==> src/rtl/scanner_node.sv <==
// scanner_node: scanner control FSM (LOWPOWER/STANDBY/COLLECTING/IDLE/TRANSFERRING/FLUSHING).
// Optional feature macro: SCANNER_STANDBY_TIMEOUT_EN. When defined, STANDBY counts up and
// falls back to LOWPOWER after STANDBY_TIMEOUT cycles unless a scan request arrives.
//
//  state        | meaning
//  -------------+---------------------------------------------------------
//  LOWPOWER     | asleep, waiting for wake button or peer GO_TO_STANDBY
//  STANDBY      | awake, waiting for scan button or peer START_SCAN
//  COLLECTING   | timed collect phase, issues peer commands at set counts
//  IDLE         | data held, waiting for transfer button or peer START_FLUSH
//  TRANSFERRING | timed transfer phase, then back to LOWPOWER
//  FLUSHING     | timed flush phase, then back to LOWPOWER
module scanner_node #(
    parameter int CW              = 4,
    parameter int COLLECT_CYCLES  = 10,
    parameter int XFER_CYCLES     = 3,
    parameter int FLUSH_CYCLES    = 3,
    parameter int STANDBY_AT      = 7,
    parameter int START_AT        = 8,
    parameter int FLUSH_AT        = 5,
    parameter int STANDBY_TIMEOUT = 16
) (
    input  logic          clk,
    input  logic          reset,
    input  logic [2:0]    user_input,
    input  logic [1:0]    receive_comm,
    output logic [1:0]    transmit_comm,
    output logic [2:0]    state,
    output logic [CW-1:0] count,
    output logic          phase_done
);

    localparam logic [2:0] ST_LOWPOWER   = 3'b000;
    localparam logic [2:0] ST_STANDBY    = 3'b001;
    localparam logic [2:0] ST_COLLECTING = 3'b010;
    localparam logic [2:0] ST_IDLE       = 3'b011;
    localparam logic [2:0] ST_XFER       = 3'b100;
    localparam logic [2:0] ST_FLUSHING   = 3'b101;

    localparam logic [1:0] CMD_NONE    = 2'b00;
    localparam logic [1:0] CMD_STANDBY = 2'b01;
    localparam logic [1:0] CMD_START   = 2'b10;
    localparam logic [1:0] CMD_FLUSH   = 2'b11;

    localparam logic [CW-1:0] COLLECT_LAST = CW'(COLLECT_CYCLES - 1);
    localparam logic [CW-1:0] XFER_LAST    = CW'(XFER_CYCLES - 1);
    localparam logic [CW-1:0] FLUSH_LAST   = CW'(FLUSH_CYCLES - 1);
    localparam logic [CW-1:0] STANDBY_CNT  = CW'(STANDBY_AT);
    localparam logic [CW-1:0] START_CNT    = CW'(START_AT);
    localparam logic [CW-1:0] FLUSH_CNT    = CW'(FLUSH_AT);
`ifdef SCANNER_STANDBY_TIMEOUT_EN
    localparam logic [CW-1:0] TIMEOUT_LAST = CW'(STANDBY_TIMEOUT - 1);
`endif

    // Reject parameter sets where command points collide or fall outside the collect phase.
    if (STANDBY_AT >= COLLECT_CYCLES || START_AT >= COLLECT_CYCLES || FLUSH_AT >= COLLECT_CYCLES ||
        STANDBY_AT == START_AT || STANDBY_AT == FLUSH_AT || START_AT == FLUSH_AT ||
        COLLECT_CYCLES < 1 || XFER_CYCLES < 1 || FLUSH_CYCLES < 1 || STANDBY_TIMEOUT < 1) begin : g_bad_params
        $error("scanner_node: illegal parameter combination");
    end

    logic [2:0]    state_next;
    logic [CW-1:0] count_next;
    logic          collect_last;
    logic          xfer_last;
    logic          flush_last;
    logic          scan_req;

    // State and count registers, cleared asynchronously.
    always_ff @(posedge clk or negedge reset) begin
        if (!reset) begin
            state <= ST_LOWPOWER;
            count <= '0;
        end else begin
            state <= state_next;
            count <= count_next;
        end
    end

    // Next-state and next-count selection; any state change restarts the count.
    always_comb begin
        state_next = state;
        count_next = '0;
        scan_req   = user_input[2] || (receive_comm == CMD_START);
        case (state)
            ST_LOWPOWER: begin
                if (user_input[0] || receive_comm == CMD_STANDBY) state_next = ST_STANDBY;
            end
            ST_STANDBY: begin
`ifdef SCANNER_STANDBY_TIMEOUT_EN
                if (scan_req)                    state_next = ST_COLLECTING;
                else if (count == TIMEOUT_LAST)  state_next = ST_LOWPOWER;
                else                             count_next = count + CW'(1);
`else
                if (scan_req) state_next = ST_COLLECTING;
`endif
            end
            ST_COLLECTING: begin
                if (collect_last) state_next = ST_IDLE;
                else              count_next = count + CW'(1);
            end
            ST_IDLE: begin
                if (user_input[1])                  state_next = ST_XFER;
                else if (receive_comm == CMD_FLUSH) state_next = ST_FLUSHING;
            end
            ST_XFER: begin
                if (xfer_last) state_next = ST_LOWPOWER;
                else           count_next = count + CW'(1);
            end
            ST_FLUSHING: begin
                if (flush_last) state_next = ST_LOWPOWER;
                else            count_next = count + CW'(1);
            end
            default: state_next = ST_LOWPOWER;
        endcase
        if (state_next != state) count_next = '0;
    end

    // Moore outputs decoded from the registered state and count only.
    always_comb begin
        collect_last  = (state == ST_COLLECTING) && (count == COLLECT_LAST);
        xfer_last     = (state == ST_XFER)       && (count == XFER_LAST);
        flush_last    = (state == ST_FLUSHING)   && (count == FLUSH_LAST);
        phase_done    = collect_last || xfer_last || flush_last;
        transmit_comm = CMD_NONE;
        if (state == ST_COLLECTING) begin
            if (count == STANDBY_CNT)    transmit_comm = CMD_STANDBY;
            else if (count == START_CNT) transmit_comm = CMD_START;
            else if (count == FLUSH_CNT) transmit_comm = CMD_FLUSH;
        end
    end

endmodule

==> config.mk <==
export PLATFORM = sky130hd
export DESIGN_NAME = scanner_node
export DESIGN_NICKNAME = d
export VERILOG_FILES = /design/src/rtl/scanner_node.sv
export SDC_FILE = /design/constraint.sdc
export NUM_CORES = 1
export LEC_CHECK = 0
export CORE_AREA = 4 4 41 43
export DETAILED_ROUTE_END_ITERATION = 8
export DIE_AREA = 0 0 45 47
export PLACE_DENSITY_LB_ADDON = 0.12
export SLEW_MARGIN = 20
export SYNTH_ARGS = -nofsm -noshare
export SYNTH_HDL_FRONTEND = slang
export SYNTH_SLANG_ARGS = --single-unit
==> constraint.sdc <==
create_clock -name clk -period 1.5 [get_ports clk]
set_clock_uncertainty 0.1 [all_clocks]
set_input_delay 0.375 -clock clk [delete_from_list [all_inputs] [get_ports clk]]
set_output_delay 0.375 -clock clk [all_outputs]
set_load 0.03 [all_outputs]
=== Word level (Yosys, flattened, before mapping) ===
Cells that the tools add are included.

* Register bits: 7
* Output and inout port bits: 10

* Add/sub/neg operators: 1
* Equal/unequal tests: 14
* Mux-type cells: 17
* Reductions and logical operators: 8

{| class="wikitable"
|+ Operators with widths
! kind !! number
|-
| 3-bit two-way mux || 7
|-
| 3-bit case mux with 6 select lines || 1
|-
| 4-bit two-way mux || 4
|-
| 4-bit case mux with 3 select lines || 1
|-
| 4-bit by 3-bit equality test with 1-bit output (second input constant) || 2
|-
| 4-bit equality test (second input constant) || 2
|-
| 2-bit two-way mux || 4
|-
| 3-bit by 2-bit equality test with 1-bit output (second input constant) || 2
|-
| 3-bit equality test (second input constant) || 2
|-
| 4-bit by 1-bit adder with 4-bit output (second input constant) || 1
|-
| 2-bit equality test (second input constant) || 2
|-
| 4-bit by 2-bit equality test with 1-bit output (second input constant) || 1
|-
| 1-bit logical OR || 4
|-
| 3-bit by 1-bit equality test with 1-bit output (second input constant) || 1
|-
| 1-bit logical AND || 3
|-
| 3-bit logical NOT || 1
|-
| 3-bit != test || 1
|-
| 2-bit by 1-bit equality test with 1-bit output (second input constant) || 1
|}

=== Depth between registers and ports, before layout ===
* Depth after elaboration: 6
* Gate-level depth with buffers: 6

=== Least setup slack after synthesis ===
No wires, ideal clock.

* Path kind: register to output
* Start: register state[2]
* End: output port transmit_comm[0]
* Arrival: 1.563 ns
* Data required time: 1.025 ns
* Path slack: -0.538 ns
* Cell stages (with the launch flop): 4
* Buffers on the path: 0
* Cells stage by stage: dfrtp_1 > nand2b_4 > or2_4 > nor4_2

* Longest elaborated chain between the ends: 2

{| class="wikitable"
|+ RTL lines
! item !! RTL line !! RTL
|-
| start: declaration || 28 || <nowiki>output logic [2:0] state,</nowiki>
|-
| start signal: assignment || 75 || <nowiki>state <= state_next;</nowiki>
|-
| 3-bit by 2-bit equality test with 1-bit output || 126 || <nowiki>if (state == ST_COLLECTING) begin</nowiki>
|-
| 2-bit two-way mux || 126 ||
|-
| end: declaration || 27 || <nowiki>output logic [1:0] transmit_comm,</nowiki>
|}

Every way passes these cells.

=== Worst setup path in the final report ===
Same ends and word-level chain as after synthesis.

==> impl_metrics.py <==
metrics = {
    "run_status": {
        "outcome": "finished, violations left",
        "violations": "negative setup slack",
    },
    "yosys": {
        "synth_top_area_cell": "dfrtp_1",
        "seq_area_frac_synth_pct": 34.7,
        "netlist_area_um2": 504,
        "ys.flop_type": "dfrtp_1",
        "async_flop_share_pct": 100,
        "synth_edf_count": 0,
        "yosys.area.top_type_share_pct": 34.7,
        "synth.area.top_cells": "dfrtp_1, ha_1, nor2_1",
        "yosys_warnings": 0,
        "synth_seq_cells": 7,
        "ys_types": 26,
        "synth.avg_cell_area_um2": 10.1,
        "synth_cells": 50,
        "synth_nets": 61,
    },
    "route": {
        "wirelength_um": 1320,
        "drc_errors": 0,
        "detail_route.wl_per_cell_um": 13.3,
        "antenna_left": 0,
        "vias": 489,
        "drt_first_pass_iters": 3,
        "viasPerCell": 4.94,
        "first_iter_violations": 1,
    },
    "die": {
        "io_pins": 17,
        "rows": 13,
        "initial_core_util_pct": 38.8,
        "die_y_um": 47,
        "fp.dieArea_um2": 2120,
        "fp.dieW_um": 45,
        "placeableCoreArea_um2": 1300,
    },
    "clock_tree": {
        "htree_levels": 1,
        "cts_hold_buf": 0,
        "insertion_delay_ns": 0.25,
        "cts_root_buf": "clkbuf_4",
        "cts_buffers": 3,
        "cts_max_path_buffers": 2,
        "clk_pin_slew_ns": 0.05,
        "cts_tree": "yes",
        "cts_sinks": 7,
    },
    "timing": {
        "period_minus_slack_ns": 1.94,
        "drv_slew": 0,
        "hold_viol_final": 0,
        "slew_headroom_pct": 79.5,
        "hold_slack_ns": 0.278,
        "finalSetupViolCount": 8,
        "rsz0062_at_grt": "yes",
        "fmax_mhz": 517,
        "timing.final.crit_share_pct": 129,
        "tightest_slew_ns": 0.307,
        "finalWorstSetupSlack_ns": -0.436,
    },
    "placement": {
        "place_hpwl_um": 984,
        "gp_congestion": 0.742,
        "placed_area_um2": 803,
        "port-buffer-count": 16,
        "dp.cells": 93,
    },
    "worst_setup_path": {
        "r2r_slack_ns": -0.12,
        "path_max_fanout": 3,
        "endpoint_kind": "output port",
        "worstPathArrival_ns": 1.46,
        "start_kind": "flop",
        "path_class": "reg2out",
        "cp_data_required_time_ns": 1.02,
    },
    "cells_and_area": {
        "layout.nets": 96,
        "area_growth_pct": 84.1,
        "ff_latch_area_um2": 183,
        "fin_cells": 99,
        "mostFrequentLayoutCells": "buf_4, buf_6, nor2_1, dfrtp_2, clkdlybuf4s50_1",
        "drive_gt1_share_pct": 61.9,
        "fillers": 105,
        "multiInputGateArea_um2": 389,
        "antenna_cells": 0,
        "final_common_cell": "buf_4",
        "stdcell_area_um2": 928,
    },
    "power": {
        "p_leak_uw": 0.000395,
        "peakVddDrop_uv": 1180,
        "power_density_nw_per_um2": 1680,
    },
    "global_routing": {
        "grtUsageTotal_pct": 14.0,
        "antenna_found_initial": 0,
        "grt_pass1_wl_um": 2130,
        "grt_overflow_total": 0,
        "grt_start_max_net_pins": 8,
        "grt_pass1_vias": 512,
    },
    "hold_path": {
        "hp-class": "in2async",
    },
    "flow_run": {
        "maxCapViolCount": 0,
    },
}
-- stage by stage --
step / power [uW] / setup slack (ns) / utilization, % / TNS [ns]
finish: 1560 / -0.436 / 71.3 / -1.45
floorplan: 862 / -0.341 / - / -0.796
global route: 1670 / -0.509 / 71.3 / -2.13
CTS: 1520 / -0.452 / 68.7 / -1.47
global placement: 1240 / -0.170 / 61.7 / -0.660
detailed placement: 1250 / -0.177 / 61.7 / -0.677
-- worst paths after layout --
path / startpoint / to / cells after the start
hold reg to reg: state[2] / state[1] / 2
min in group clk: state[2] / state[1] / 2
setup / recovery: state[2] / transmit_comm[0] / 4
max in group asynchronous: reset / count[0] / 1
hold / removal: reset / state[0] / 1
setup reg to reg: count[0] / state[0] / 7
-- sequential cells by signal, summed over array words and instances, names as in the netlist --
name / count
count: 4
state: 3
-- critical path, stage by stage (launching register included) --
cell      delay [ns]
dfrtp_2         0.40
nand2b_4        0.15
or2_4           0.24
nor4_4          0.26
buf_6           0.17
-- cell type report --
type | instances | share of cell area [%]
flip-flops and latches | 7 | 19.7
multi-input cells | 38 | 41.9
repair buffers | 31 | 31.7
clock buffers | 4 | 2.83
well taps | 15 | 2.02
inverters | 4 | 1.89
-- power breakdown --
group	total, uW	switching, uW	internal, uW	leakage (uW)
logic	1040	514	525	0.000297
registers	351	86.9	264	0.0000835
clock network	166	65.0	101	0.0000150
-- cell families after synthesis --
logic type      Yosys count  share of synthesized area [%]
xor+xnor                  2                           3.47
fa+ha+maj                 4                           9.93
flops                     7                           34.7
compound gates           11                           18.1
buf+inv                   5                           5.71
simple gates             21                           28.0
-- synth_stat cells (2+ instances only) --
| cell type | count |
|---|---|
| inv_1 | 3 |
| nand3_1 | 3 |
| nand2b_1 | 2 |
| a21o_1 | 2 |
| nor2b_1 | 2 |
| dfrtp_1 | 7 |
| a21oi_1 | 2 |
| ha_1 | 4 |
| nor2_1 | 8 |
-- routing by layer --
layer	up-vias	GRT usage [%]	wire length, um
met3	2	3.83	85
li1	241	-	-
met2	18	26.6	732
met5	-	0	0
met4	0	5.26	16
met1	228	14.6	480
-- repair_timing --
action	CTS	global route
resized for setup	10	8
pin swaps	6	2
endpoints found under the setup margin	5	12
setup buffers	2	1
gates cloned	0	0
Note: power is estimated with default switching activity, not from simulation.
==> RTL change 1: new RTL, config.mk and constraints unchanged <==
`CW`: 4 -> 3.
--- a/src/rtl/scanner_node.sv
+++ b/src/rtl/scanner_node.sv
@@ -11,7 +11,7 @@
 //  TRANSFERRING | timed transfer phase, then back to LOWPOWER
 //  FLUSHING     | timed flush phase, then back to LOWPOWER
 module scanner_node #(
-    parameter int CW              = 4,
+    parameter int CW              = 3,
     parameter int COLLECT_CYCLES  = 10,
     parameter int XFER_CYCLES     = 3,
     parameter int FLUSH_CYCLES    = 3,
Interface: changed (resized count); port bits go from 17 to 16. No check against the original RTL was run, so the function may have changed too.
==> RTL change 1 against the unedited design <==
  * Largest cell class unchanged
  * Total power grew 1.9%
  * Setup slack worse by 0.024 ns
  * Clock power decreased by 5%
  * Synthesized cell count fell by 12%
  * Fmax decreased by 1.2%
  * Area after synthesis down 20%
  * The run still ends with setup timing left
  * Sequential cell count shrank 1
  * Sequential share of layout area fell by 1.2 points
  * Final area decreased by 8.8%
  * Routed wire length shrank 20%
==> RTL change 1: results (changes against the unedited design) <==
dpl.hpwl_um: 830  # -16%
yosys.area_share.adder_pct: 15.5  # +5.6 points
violations: "setup timing"
synth_compound_area_share_pct: 18.9  # +0.83 points
arrival_ns: 1.48  # +0.02 ns
synth_xor_xnor_area_share_pct: 0  # -3.5 points
synth_nets: 56  # -8.2%
io_buffer_count: 15  # -1
ys_seq_area_share_pct: 37.3  # +2.5 points
wl_per_cell_um: 10.8  # -18%
vdd_drop_max_mv: 1.30  # +11%
yosysUniqueCellTypes: 18  # -31%
p_leak_nw: 0.386  # -2.3%
viasPerCell: 4.59  # -7.1%
gp_congestion: 0.661  # -11%
status: "complete, but fails checks"
setup_slack_ns: -0.459  # -0.0237 ns
post-place-cells: 90  # -3.2%
top_regs: "count x3, state x3"
finalSetupViolCount: 8  # unchanged
max_slew_margin_pct: 83.7  # +4.2 points
drt_iter0_drc: 4  # +3
track_usage_pct: 12.4  # -1.6 points
drive_gt1_share_pct: 64.6  # +2.7 points
num_vias: 445  # -9.0%
num-nets-final: 95  # -1.0%
ys_top_cells_by_count: "dfrtp_1 (6), ha_1 (5), a21oi_1 (4), inv_1 (4)"
grt_pass1_wl_mm: 1.80  # -15%
yosys-top-cells-area: "dfrtp_1 (37%), ha_1 (16%), a21oi_1 (5.0%)"
dr.pass1.iters: 2  # -1
synthMuxAreaShare_pct: 2.48  # +2.5 points
[RTL change 1: cell types whose count changed after synthesis, sizes merged, moves of 3 or more]
cell,unedited run,this run
and2,0,3
o21ai,0,5
nor2,8,3
nand3,3,0
[RTL change 1: power by group]
| part | switching, mW | internal [mW] | leakage (nW) | total [mW] |
|---|---|---|---|---|
| clock network | 0.0565 | 0.101 | 0.0150 | 0.157 |
| registers | 0.0379 | 0.228 | 0.0712 | 0.266 |
| logic | 0.565 | 0.600 | 0.300 | 1.16 |
[RTL change 1: cell families (layout without fill, tap and decap cells)]
kind of cell               Yosys count  in the layout
muxes                                1              1
adders and majority gates            5              5
AOI/OAI and AO/OA                   12             12
DFF                                  6              6
buffers and inverters                4             42
and+or+nand+nor                     16             16
[RTL change 1: routing by layer]
layer / vias to the layer above / track usage, % / part of all wire [%]
met4: 0 / 10.5 / 2.4
met1: 205 / 13.7 / 42
met3: 4 / 2.30 / 3.4
li1: 228 / - / -
met5: - / 0 / 0
met2: 8 / 20.6 / 52
[RTL change 1: area by class of cell]
| cell class | instances | area, um^2 |
|---|---|---|
| clock buffer | 4 | 26.3 |
| fill | 107 | 454 |
| inverter | 4 | 20.0 |
| multi-input combinational | 34 | 329 |
| sequential | 6 | 156 |
| tap | 15 | 18.8 |
| timing repair buffer | 34 | 297 |
[RTL change 1: through the flow]
step / setup WS, ns / setup TNS, ns / area [um^2] / hold slack (ns)
finish: -0.459 / -1.59 / 847 / 0.256
global route: -0.515 / -2.07 / 847 / 0.272
CTS: -0.477 / -1.75 / 821 / 0.257
detailed placement: -0.532 / -1.99 / 707 / 0.452
global placement: -0.510 / -1.91 / 707 / 0.445
floorplan: -0.222 / -0.561 / 438 / -0.0206
[RTL change 1: path summary, 6_finish.rpt]
kind / from / to / slack [ns]
min reg2reg: state[2] / state[1] / 0.45
min in group clk: state[2] / state[1] / 0.45
min: reset / count[0] / 0.26
max: count[0] / phase_done / -0.46
max reg2reg: count[0] / state[0] / -0.11
max in group asynchronous: reset / state[1] / 0.82
[RTL change 1: critical path, stage by stage, from the launching register on]
cell and delay, ns:
dfrtp_2 0.40, buf_6 0.12, ha_4 0.15, buf_6 0.11, nor3b_4 0.14, a21oi_2 0.15, nor2_4 0.04, buf_6 0.13
[RTL change 1: repair_timing]
action                     CTS  global route
buffers inserted             3             0
gates resized for setup     23             7
setup endpoints to repair    9            10
pin swaps                    7             2
==> RTL change 2: new RTL, same settings <==
Without the edit above. One comparison of `count` changes from == to >=.
--- a/src/rtl/scanner_node.sv
+++ b/src/rtl/scanner_node.sv
@@ -125,7 +125,7 @@
         transmit_comm = CMD_NONE;
         if (state == ST_COLLECTING) begin
             if (count == STANDBY_CNT)    transmit_comm = CMD_STANDBY;
-            else if (count == START_CNT) transmit_comm = CMD_START;
+            else if (count >= START_CNT) transmit_comm = CMD_START;
             else if (count == FLUSH_CNT) transmit_comm = CMD_FLUSH;
         end
     end
Formal check against the unedited RTL: no difference found for any inputs over 10 cycles, from zero or initial values and one cycle with reset low; that may be too few to reach the edited logic, so the function may still have changed.
==> RTL change 2 against the unedited design <==
  * Sequential cell count unchanged
  * Critical path type unchanged
  * Non-clock buffer count is 4 higher
  * Final area grew 1.2%
  * The run still ends with setup timing left
  * Routed wire length rose by 0.23%
  * Sequential power fell by 3%
  * Global-route usage grew 1.7 points
  * Cell count is 6.1% higher
  * Area after synthesis is 6.0% lower
  * Setup slack better by 0.073 ns
  * Total power is 2.1% lower
==> RTL change 2: results (changes against the unedited design) <==
gp_congestion: 0.832  # +12%
top_regs: "count x4, state x3"
crit_fanout: 4  # +1
p_leak_nw: 0.409  # +3.5%
grt_max_degree: 8  # unchanged
drt_iter0_drc: 4  # +3
num_vias: 521  # +6.5%
rrSetupSlack_ns: -0.20  # -0.08 ns
setup_tns_ns: -1.62  # -0.170 ns
cts-root-buf: "clkbuf_4"
grt_util_met3_pct: 4.98  # +1.1 points
diodes: 0  # unchanged
max_slew_margin_pct: 74.9  # -4.6 points
htree_levels: 1  # unchanged
synth_nets: 62  # +1.6%
setup_slack_ns: -0.363  # +0.0731 ns
viasPerCell: 4.96  # +0.46%
ys_warn_count: 0  # unchanged
ys_top_cells_by_count: "dfrtp_1 (7), nor2_1 (7), ha_1 (4), inv_1 (4), nand2b_1 (4)"
yosys-top-cells-area: "dfrtp_1 (37%), ha_1 (11%), nor2_1 (5.5%)"
drive_gt1_share_pct: 64.4  # +2.5 points
synthesis.instances: 51  # +2.0%
postCtsHoldBufs: 0  # unchanged
async_flop_share_pct: 100  # unchanged
vdd_drop_max_mv: 1.10  # -6.6%
violations: "setup timing"
yosys_most_used_dff: "dfrtp_1"
cts_made_buffers: 3  # unchanged
grt_pass1_vias: 572  # +12%
synth_edf_count: 0  # unchanged
post-place-cells: 98  # +5.4%
hold_class: "in -> async"
yosysUniqueCellTypes: 26  # unchanged
antenna_found_initial: 0  # unchanged
track_usage_pct: 15.7  # +1.7 points
status: "complete, but fails checks"
whs_ns: 0.285  # +0.00712 ns
wl_per_cell_um: 12.6  # -5.5%
ys_seq_area_share_pct: 36.9  # +2.2 points
use_met2_pct: 31.1  # +4.5 points
io_buffer_count: 16  # unchanged
num-nets-final: 102  # +6.3%
clock_latency_ns: 0.25  # about the same
dpl.hpwl_mm: 1.02  # +3.7%
finalSetupViolCount: 8  # unchanged
path_clk_slew_ns: 0.05  # about the same
met1_usage_pct: 14.8  # +0.23 points
dr.pass1.iters: 4  # +1
arrival_ns: 1.39  # -0.07 ns
fillers: 102  # -2.9%
grt_pass1_wl_mm: 2.35  # +11%
cts_buffer_depth: 2  # unchanged
## RTL change 2: worst paths after layout
path | start | endpoint | cells past startpoint
min reg2reg | state[2] | state[1] | 2
max | state[2] | transmit_comm[0] | 4
max reg2reg | count[0] | state[0] | 5
min | reset | count[2] | 1
min in group clk | state[2] | state[1] | 2
max in group asynchronous | reset | count[0] | 1
## RTL change 2: stage by stage
stage / power, mW / setup WS, ns / instance area [um^2] / utilization, %
detailed placement: 1.18 / -0.193 / 792 / 60.9
CTS: 1.41 / -0.360 / 860 / 66.1
finish: 1.52 / -0.363 / 940 / 72.2
global route: 1.65 / -0.422 / 940 / 72.2
floorplan: 0.780 / -0.257 / 518 / -
global placement: 1.17 / -0.165 / 792 / 60.9
## RTL change 2: layout make-up
cell class	instances	share of cell area, %
inverters	4	1.60
flip-flops and latches	7	19.3
multi-input cells	40	42.3
clock buffers	4	2.80
well taps	15	2.00
repair buffers	35	32.0
## RTL change 2: per-layer routing
layer / wire length, um / vias to the layer above / share of wire (%)
met1: 468 / 246 / 36
li1: - / 256 / -
met2: 732 / 17 / 56
met3: 99 / 2 / 7.5
met4: 17 / 0 / 1.3
met5: 0 / - / 0
## RTL change 2: kinds of logic after synthesis
group | Yosys count | share of synthesized area [%]
XOR/XNOR | 2 | 3.69
flip-flops | 7 | 36.9
AND/OR/NAND/NOR | 23 | 27.7
adder cells (fa/ha/maj) | 4 | 10.6
buffers and inverters | 4 | 3.17
AO/OA/AOI/OAI | 11 | 17.9
## RTL change 2: where the power goes
group          leakage [nW]  total, mW  switching (mW)  internal, mW
logic                 0.308       1.02           0.475         0.545
clock network        0.0150      0.165          0.0638         0.101
registers            0.0861      0.339          0.0812         0.258
## RTL change 2: what timing repair did
item | 4_1_cts | 5_1_grt
gates resized for setup | 8 | 14
endpoints found under the setup margin | 8 | 10
setup buffers | 1 | 2
pin swaps | 7 | 4
gates cloned | 0 | 0
## RTL change 2: critical path, stage by stage, from the launching register on
cell,delay (ns)
dfrtp_2,0.43
nand2b_4,0.15
nand2b_4,0.15
nor4b_4,0.26
buf_6,0.16
